### config.mk
export PLATFORM = sky130hd
export DESIGN_NAME = score_display_driver_flat
export DESIGN_NICKNAME = d
export VERILOG_FILES = /design/src/rtl/score_display_driver_if.sv /design/src/rtl/score_display_driver.sv /design/src/flat_wrapper.sv
export SDC_FILE = /design/constraint.sdc
export NUM_CORES = 1
export LEC_CHECK = 0
export BUFFER_PORTS_ARGS = -buffer_cell sky130_fd_sc_hd__clkbuf_2
export CELL_PAD_IN_SITES_DETAIL_PLACEMENT = 1
export CELL_PAD_IN_SITES_GLOBAL_PLACEMENT = 1
export CORE_MARGIN = 10
export CORE_UTILIZATION = 41
export CTS_CLUSTER_DIAMETER = 40
export CTS_CLUSTER_SIZE = 10
export DETAILED_ROUTE_END_ITERATION = 16
export PLACE_DENSITY_LB_ADDON = 0.1
export SLEW_MARGIN = 20
export SYNTH_ARGS = -nofsm -noshare
export SYNTH_HDL_FRONTEND = slang
export SYNTH_SLANG_ARGS = --single-unit
### constraint.sdc
create_clock -name clk -period 1.85 [get_ports clk]
set_input_delay 0.2775 -clock clk [delete_from_list [all_inputs] [get_ports clk]]
set_output_delay 0.2775 -clock clk [all_outputs]
set_load 0.02 [all_outputs]
### src/rtl/score_display_driver_if.sv
// rtl/score_display_driver_if.sv - score inputs and 7-segment display pins of score_display_driver
interface score_display_driver_if;
    logic       dis_score;
    logic       goal;
    logic [3:0] score0;
    logic [3:0] score1;
    logic [3:0] an;
    logic [6:0] seg;
    logic       dp;

    modport master (
        output dis_score, goal, score0, score1,
        input  an, seg, dp
    );

    modport slave (
        input  dis_score, goal, score0, score1,
        output an, seg, dp
    );
endinterface

### src/rtl/score_display_driver.sv
// rtl/score_display_driver.sv - 4-digit multiplexed score display with frame latch; GOAL_FLASH_EN adds goal flashing
module score_display_driver #(
    parameter int REFRESH_DIV   = 100000,
    parameter int FLASH_HALF    = 25000000,
    parameter int FLASH_TOGGLES = 6
) (
    input  logic                 clk,
    input  logic                 rst_n,
    score_display_driver_if.slave bus
);
    localparam int CW = $clog2(REFRESH_DIV);
    localparam logic [CW-1:0] CNT_MAX = CW'(REFRESH_DIV - 1);

    logic [CW-1:0] cnt;
    logic [1:0]    idx;
    logic [3:0]    sh0;
    logic [3:0]    sh1;
    logic [3:0]    an_q;
    logic [6:0]    seg_q;
    logic          flash_blank;

    function automatic logic [6:0] enc(input logic [3:0] d);
        case (d)
            4'd0:    enc = 7'h40;
            4'd1:    enc = 7'h79;
            4'd2:    enc = 7'h24;
            4'd3:    enc = 7'h30;
            4'd4:    enc = 7'h19;
            4'd5:    enc = 7'h12;
            4'd6:    enc = 7'h02;
            4'd7:    enc = 7'h78;
            4'd8:    enc = 7'h00;
            4'd9:    enc = 7'h10;
            default: enc = 7'h3F;
        endcase
    endfunction

    // Scores are sampled only at the end of slot 3 so a frame never mixes old and new digits.
    always_ff @(posedge clk or negedge rst_n) begin
        if (!rst_n) begin
            cnt <= '0;
            idx <= 2'd0;
            sh0 <= 4'd0;
            sh1 <= 4'd0;
        end else if (cnt == CNT_MAX) begin
            cnt <= '0;
            idx <= idx + 2'd1;
            if (idx == 2'd3) begin
                sh0 <= bus.score0;
                sh1 <= bus.score1;
            end
        end else begin
            cnt <= cnt + 1'b1;
        end
    end

    always_ff @(posedge clk or negedge rst_n) begin
        if (!rst_n) begin
            an_q  <= 4'b1111;
            seg_q <= 7'h7F;
        end else if (!bus.dis_score || flash_blank) begin
            an_q  <= 4'b1111;
            seg_q <= 7'h7F;
        end else begin
            case (idx)
                2'd0: begin
                    an_q  <= 4'b1110;
                    seg_q <= enc(sh0);
                end
                2'd1: begin
                    if (sh1 == 4'd0) begin
                        an_q  <= 4'b1111;
                        seg_q <= 7'h7F;
                    end else begin
                        an_q  <= 4'b1101;
                        seg_q <= enc(sh1);
                    end
                end
                default: begin
                    an_q  <= 4'b1111;
                    seg_q <= 7'h7F;
                end
            endcase
        end
    end

`ifdef GOAL_FLASH_EN
    localparam int HW = $clog2(FLASH_HALF + 1);
    localparam int TW = $clog2(FLASH_TOGGLES + 1);
    localparam logic [HW-1:0] HALF_MAX = HW'(FLASH_HALF - 1);
    localparam logic [TW-1:0] TOG_INIT = TW'(FLASH_TOGGLES);

    typedef enum logic [1:0] {IDLE, BLANK, SHOW} flash_t;

    flash_t        fstate;
    logic          goal_q;
    logic [HW-1:0] hcnt;
    logic [TW-1:0] remain;
    logic          rise;

    assign rise = bus.goal & ~goal_q & bus.dis_score;

    // A new goal restarts the whole flash sequence, even mid-flash.
    always_ff @(posedge clk or negedge rst_n) begin
        if (!rst_n) begin
            fstate <= IDLE;
            goal_q <= 1'b0;
            hcnt   <= '0;
            remain <= '0;
        end else begin
            goal_q <= bus.goal;
            if (!bus.dis_score) begin
                fstate <= IDLE;
                hcnt   <= '0;
            end else if (rise) begin
                fstate <= BLANK;
                hcnt   <= '0;
                remain <= TOG_INIT;
            end else if (fstate != IDLE) begin
                if (hcnt == HALF_MAX) begin
                    hcnt   <= '0;
                    remain <= remain - 1'b1;
                    if (remain == TW'(1))
                        fstate <= IDLE;
                    else
                        fstate <= (fstate == BLANK) ? SHOW : BLANK;
                end else begin
                    hcnt <= hcnt + 1'b1;
                end
            end
        end
    end

    assign flash_blank = (fstate == BLANK);
`else
    logic unused_goal;
    assign unused_goal = bus.goal;
    assign flash_blank = 1'b0;
`endif

    assign bus.an  = an_q;
    assign bus.seg = seg_q;
    assign bus.dp  = 1'b1;
endmodule

### src/flat_wrapper.sv
// flat-port wrapper written by rule: the top's interface ports become plain ports
module score_display_driver_flat 
#(
    parameter int REFRESH_DIV   = 100000,
    parameter int FLASH_HALF    = 25000000,
    parameter int FLASH_TOGGLES = 6
)
  (clk, rst_n, bus_dis_score, bus_goal, bus_score0, bus_score1, bus_an, bus_seg, bus_dp);
  score_display_driver_if bus_i ();
  input  logic clk;
  input  logic rst_n;
  input wire logic [$bits(bus_i.dis_score)-1:0] bus_dis_score;
  input wire logic [$bits(bus_i.goal)-1:0] bus_goal;
  input wire logic [$bits(bus_i.score0)-1:0] bus_score0;
  input wire logic [$bits(bus_i.score1)-1:0] bus_score1;
  output wire logic [$bits(bus_i.an)-1:0] bus_an;
  output wire logic [$bits(bus_i.seg)-1:0] bus_seg;
  output wire logic [$bits(bus_i.dp)-1:0] bus_dp;
  assign bus_i.dis_score = bus_dis_score;
  assign bus_i.goal = bus_goal;
  assign bus_i.score0 = bus_score0;
  assign bus_i.score1 = bus_score1;
  assign bus_an = bus_i.an;
  assign bus_seg = bus_i.seg;
  assign bus_dp = bus_i.dp;
  score_display_driver #(.REFRESH_DIV(REFRESH_DIV), .FLASH_HALF(FLASH_HALF), .FLASH_TOGGLES(FLASH_TOGGLES)) u_core (.clk(clk), .rst_n(rst_n), .bus(bus_i));
endmodule
# Yosys cells after proc, flatten, opt, wreduce, memory -nomap -nowiden
# Memory sizes are Yosys's and may differ from the RTL's.
# Index checks and enable logic that the tools add are counted.
op_classes:
  addsub: 2
  eq_ne: 3
  n_mux: 7
  reduce_logical: 3
op_table:
  columns: ["cell", "count"]
  rows:
  - ["adder 17 x 1 -> 17 bit (second input constant)", 1]
  - ["equality test 17 bit (second input constant)", 1]
  - ["two-way mux 17 bit", 1]
  - ["two-way mux 7 bit", 2]
  - ["case mux 7 bit (2 select lines)", 1]
  - ["case mux 4 bit (2 select lines)", 1]
  - ["zero test 4 bit", 1]
  - ["two-way mux 4 bit", 1]
  - ["adder 2 x 1 -> 2 bit (second input constant)", 1]
  - ["equality test 2 x 1 -> 1 bit (second input constant)", 1]
  - ["equality test 2 bit (second input constant)", 1]
  - ["zero test 2 bit", 1]
  - ["two-way mux 2 bit", 1]
  - ["AND reduction 2 bit", 1]
totals:
  ff_bits: 38
  rom_bits: 224
  input_bits: 12
  output_inout_bits: 12
  word_cells: 23
  n_memories: 2
memory_table:
  columns: ["name", "words", "width", "rd", "rd_ports_with_merged_regs", "write_ports", "line_no", "rtl"]
  rows:
  - ["(no name shown)", 16, 7, 1, 0, 0, "score_display_driver.sv:23", "case (d)"]
  - ["(no name shown)", 16, 7, 1, 0, 0, "score_display_driver.sv:23", null]

# Logic depth before layout (Yosys ltp)
logic_depth:
  depth_word: 4
  ltp_mapped: 6
  mapped_depth_nobuf: 6

# Worst setup path after synthesis
# No wires, ideal clock.
synth_timing:
  path_type: "register to register"
  from: "register u_core.cnt[13]"
  to: "register u_core.sh0[0]"
  setup_time_ps: 125
  arrival_time_ps: 1760
  t_required_ps: 1725
  setup_slack_ps: -35
  path_stages_with_launch: 5
  n_path_buf: 1
  synth_period_minus_slack_ps: 1885
  path_cell_list: "dfrtp_1 > or4b_1 > or4_1 > buf_6 > mux2_4"
synth_between:
  elab_chain_len: 2
synth_lines:
  columns: ["item", "line_no", "rtl"]
  rows:
  - ["start: declaration", "score_display_driver.sv:14", "logic [CW-1:0] cnt;"]
  - ["start signal: assignment", "score_display_driver.sv:53", "cnt <= cnt + 1'b1;"]
  - ["equality test 17 bit", "score_display_driver.sv:45", "end else if (cnt == CNT_MAX) begin"]
  - ["AND reduction 2 bit (no source line)", null, null]
  - ["end signal: assignment", "score_display_driver.sv:49", "sh0 <= bus.score0;"]
  - ["end: declaration", "score_display_driver.sv:16", "logic [3:0] sh0;"]
# No other way between the ends.
# A chain may end at the register's enable or synchronous reset.

# Worst setup path after layout
layout_timing:
  from: "register u_core.cnt[13]"
  to: "register u_core.sh1[1]"
layout_between:
  elab_chain_len: 2
layout_lines:
  columns: ["item", "line_no", "rtl"]
  rows:
  - ["equality test 17 bit", "score_display_driver.sv:45", null]
  - ["AND reduction 2 bit (no source line)", null, null]
  - ["end signal: assignment", "score_display_driver.sv:50", "sh1 <= bus.score1;"]
  - ["end: declaration", "score_display_driver.sv:17", "logic [3:0] sh1;"]
# No other way between the ends.

==> results.txt <==
----------------------------------------------------
[Global routing]
  Via count of the first global-routing pass ... approximately 1,700
  Congestion Overflow GR ... 0
  Overall routing resource usage ... 12.0%
  Pin count of the biggest net entering global routing ... 37
  Antenna violations before repair ... 0
  First-pass GRT wire length ... about 8 mm

[Timing]
  Final Setup Violations ... 8
  Pins over their slew limit ... 0
  Setup repair after global routing missed its margin ... true
  Maximum clock frequency ... around 0.52 GHz
  Final-layout setup total negative slack ... -0.446 ns
  Shortest period the worst path allows ... 1.91 ns
  Final period util ... 103%
  Worst Clk Skew ... slightly below 0.006 ns
  Setup WS post-layout ... -0.0628 ns
  Final number of hold-violating endpoints ... 0

[Logic synthesis]
  Synthesis warning total ... 0
  Count of distinct cell types in the synthesized netlist ... 39
  Most used flip-flop cell after synthesis ... dfrtp_1
  Number of flops mapped to enable cells by yosys ... 0
  Number of flip-flops and latches in the synthesized netlist ... 36
  Cells after Synth ... around 190
  Share of async-settable or async-resettable flops after synthesis ... between 90% and 100%
  Summed instance area of the synthesized netlist ... a little over 2000 um2
  Share of synthesized area occupied by flip-flops and latches ... roughly 45%
  Avg Cell Area, Syn ... around 10 um2

[Clock tree]
  Clock edge transition at the registers on the reported setup and hold paths ... about 0.07 ns
  Clock tree root driver cell ... clkbuf_8
  Clock buffers created by TritonCTS ... 5
  Clock latency reported for the late side of the worst-skew pair ... ~0.29 ns
  TritonCTS sink count ... 36
  CTS tree ... built
  Deepest level of the CTS H-tree ... 2
  Maximum clock path buffer count ... 2

[Worst hold path]
  Min-Delay Path Class ... input port to asynchronous set/reset pin

[Cells and area]
  Storage cell area ... between 900 and 1000 um2
  Antenna fix cells ... 0
  Ratio of cells with drive above 1 in the final layout ... between 20% and 30%
  Most frequent cells in the layout ... 27 x dfrtp_1, 21 x buf_4, 19 x clkbuf_2
  Fill cell total of the finished layout ... 550
  Post-layout net count ... 262
  Synthesis-to-finish area growth ... 19.6%
  Area of the multi-input gates ... ~1000 um2
  Most common cell after layout, fill and taps aside ... dfrtp_1

[Routing]
  Vias per cell ... 4.98
  Antenna Violating Nets Remaining ... 0
  Routed length per placed instance ... between 10 and 15 um
  Total wire length ... about 4.5 mm
  Via count ... 1,505
  Length of the first detailed-routing pass in iterations ... 4
  Number of design-rule violations left by the first detailed-router iteration ... 29
  Residual DRC ... 0

[Floorplan]
  Y dimension of the die ... 90.1 um
  Core Rows ... 25
  Die span in x ... around 90 um
  Initial cell density of the core ... between 40% and 50%
  Area of the die ... around 8100 um2
  I/O pin total ... 24
  Placeable Area ... around 4800 um2

[Placement]
  Post-placement setup slack ... -0.0902 ns
  Detailed Place HPWL ... 3.53 mm
  Count of input and output buffers ... 19
  Placer Congestion ... 0.820

[Power]
  Leakage power of the design ... about 1.1 nW
  Worst IR drop on VDD ... 344 uV
  Total power divided by cell area ... between 600 and 700 nW/um2

[Setup path]
  Data arrival time of the worst path ... 2.08 ns
  Largest fanout on the critical path ... 8
  CP Buf/Inv Count ... 1
  Slowest Stage Delay on Critical Path ... approximately 0.53 ns
  Type of the setup path with the least slack ... flop to flop
  Required time at the worst-slack endpoint ... 2.02 ns
  Type of destination of the critical path ... flop
  Max stage delay cell, worst path ... or4b_1
  Ordered list of cells on the worst path ... or4b_1 > or4_4 > buf_12 > mux2_4
  Kind of start point of the critical path ... flop
  Kind of cell adding the most delay to the critical path ... simple AND/OR/NAND/NOR gates

[Run]
  Maxcap violations ... 0

[Outcome]
  Outcome ... finished, violations left
  Violations in the final reports ... negative setup slack

----------------------------------------------------
## power breakdown
group | internal (mW) | total, mW | switching, mW
sequential | 0.815 | 0.840 | 0.0249
clock | 0.267 | 0.527 | 0.260
combinational | 0.0573 | 0.141 | 0.0834
## cells by family (layout without fill, tap and decap cells)
group	count (synthesis)	count (layout)	share of synthesized area, %
AOI/OAI and AO/OA	26	26	8.14
DFF	36	36	45.3
buffers and inverters	19	59	4.47
other	1	3	0.186
xor gates and xnor gates	16	16	6.96
and+or+nand+nor	68	68	17.4
muxes	11	11	7.64
adders and majority gates	16	16	9.94
## final timing paths
| kind | end | slack [ns] | cells past startpoint | startpoint |
|---|---|---|---|---|
| setup / recovery | u_core.sh1[1]$_DFFE_PN0P_ | -0.06 | 4 | u_core.cnt[13]$_DFF_PN0_ |
| hold / removal | u_core.sh0[3]$_DFFE_PN0P_ | 0.02 | 2 | rst_n |
| setup reg to reg | u_core.sh1[1]$_DFFE_PN0P_ | -0.06 | 4 | u_core.cnt[13]$_DFF_PN0_ |
| hold reg to reg | u_core.idx[1]$_DFFE_PN0N_ | 0.52 | 1 | u_core.idx[1]$_DFFE_PN0N_ |
| max in group asynchronous | u_core.bus.seg[5]$_DFF_PN1_ | 1.46 | 2 | rst_n |
| min in group clk | u_core.bus.an[0]$_DFF_PN1_ | 0.15 | 2 | bus_dis_score |
## layer usage
layer | track usage, % | routed length (um) | up-vias
met5 | 0 | 0 | -
met4 | 4.77 | 74 | 0
met3 | 2.58 | 117 | 6
met2 | 21.9 | 2370 | 17
met1 | 13.1 | 1940 | 739
li1 | - | - | 743
## final cells by class
class                   instances  area share, %
well taps                      67           3.48
repair buffers                 41           11.3
inverters                      10           1.56
multi-input cells             140           42.5
clock buffers                   8           3.32
flip-flops and latches         36           37.9
## what timing repair did
action	4_1_cts	5_1_grt
pin swaps	0	0
hold endpoints to repair	0	0
gates resized for setup	3	1
hold buffers	0	0
endpoints found under the setup margin	8	8
setup buffers	1	1
## synth_stat cells, types with 2 or more instances
cell,count,area [um2]
nand2_1,12,45.0
dfrtp_1,27,676
o21ai_1,4,20.0
nor3_1,7,35.0
xor2_1,5,43.8
nand3_1,9,45.0
dfstp_2,9,236
xnor2_1,11,96.3
o31ai_1,2,15.0
nor2b_1,4,25.0
a21oi_1,7,35.0
nor4_1,3,18.8
ha_1,16,200
buf_4,3,22.5
nor2_1,17,63.8
clkbuf_1,5,18.8
mux2_1,3,33.8
o21ai_0,4,20.0
inv_1,10,37.5
o211ai_1,3,22.5
nand4_1,7,43.8
mux2_4,8,120
## flip-flops by register name, summed over array words and instances, names as in the netlist
signal / cells
u_core.bus.an: 2
u_core.bus.seg: 7
u_core.cnt: 17
u_core.idx: 2
u_core.sh0: 4
u_core.sh1: 4
## stage by stage
step           std cells  total power, mW  utilization (%)  hold slack (ns)  area (um2)
3_5_place_dp         292            0.997             48.3            0.353        2300
6_report             302             1.51             50.7           0.0175        2410
4_1_cts              301             1.53             50.4           0.0400        2400
2_1_floorplan        195            0.942                -          -0.0181        2020
3_3_place_gp         292            0.990             48.3            0.340        2300
5_1_grt              302             1.59             50.7           0.0616        2410
Power figures use the tool's default switching activity.
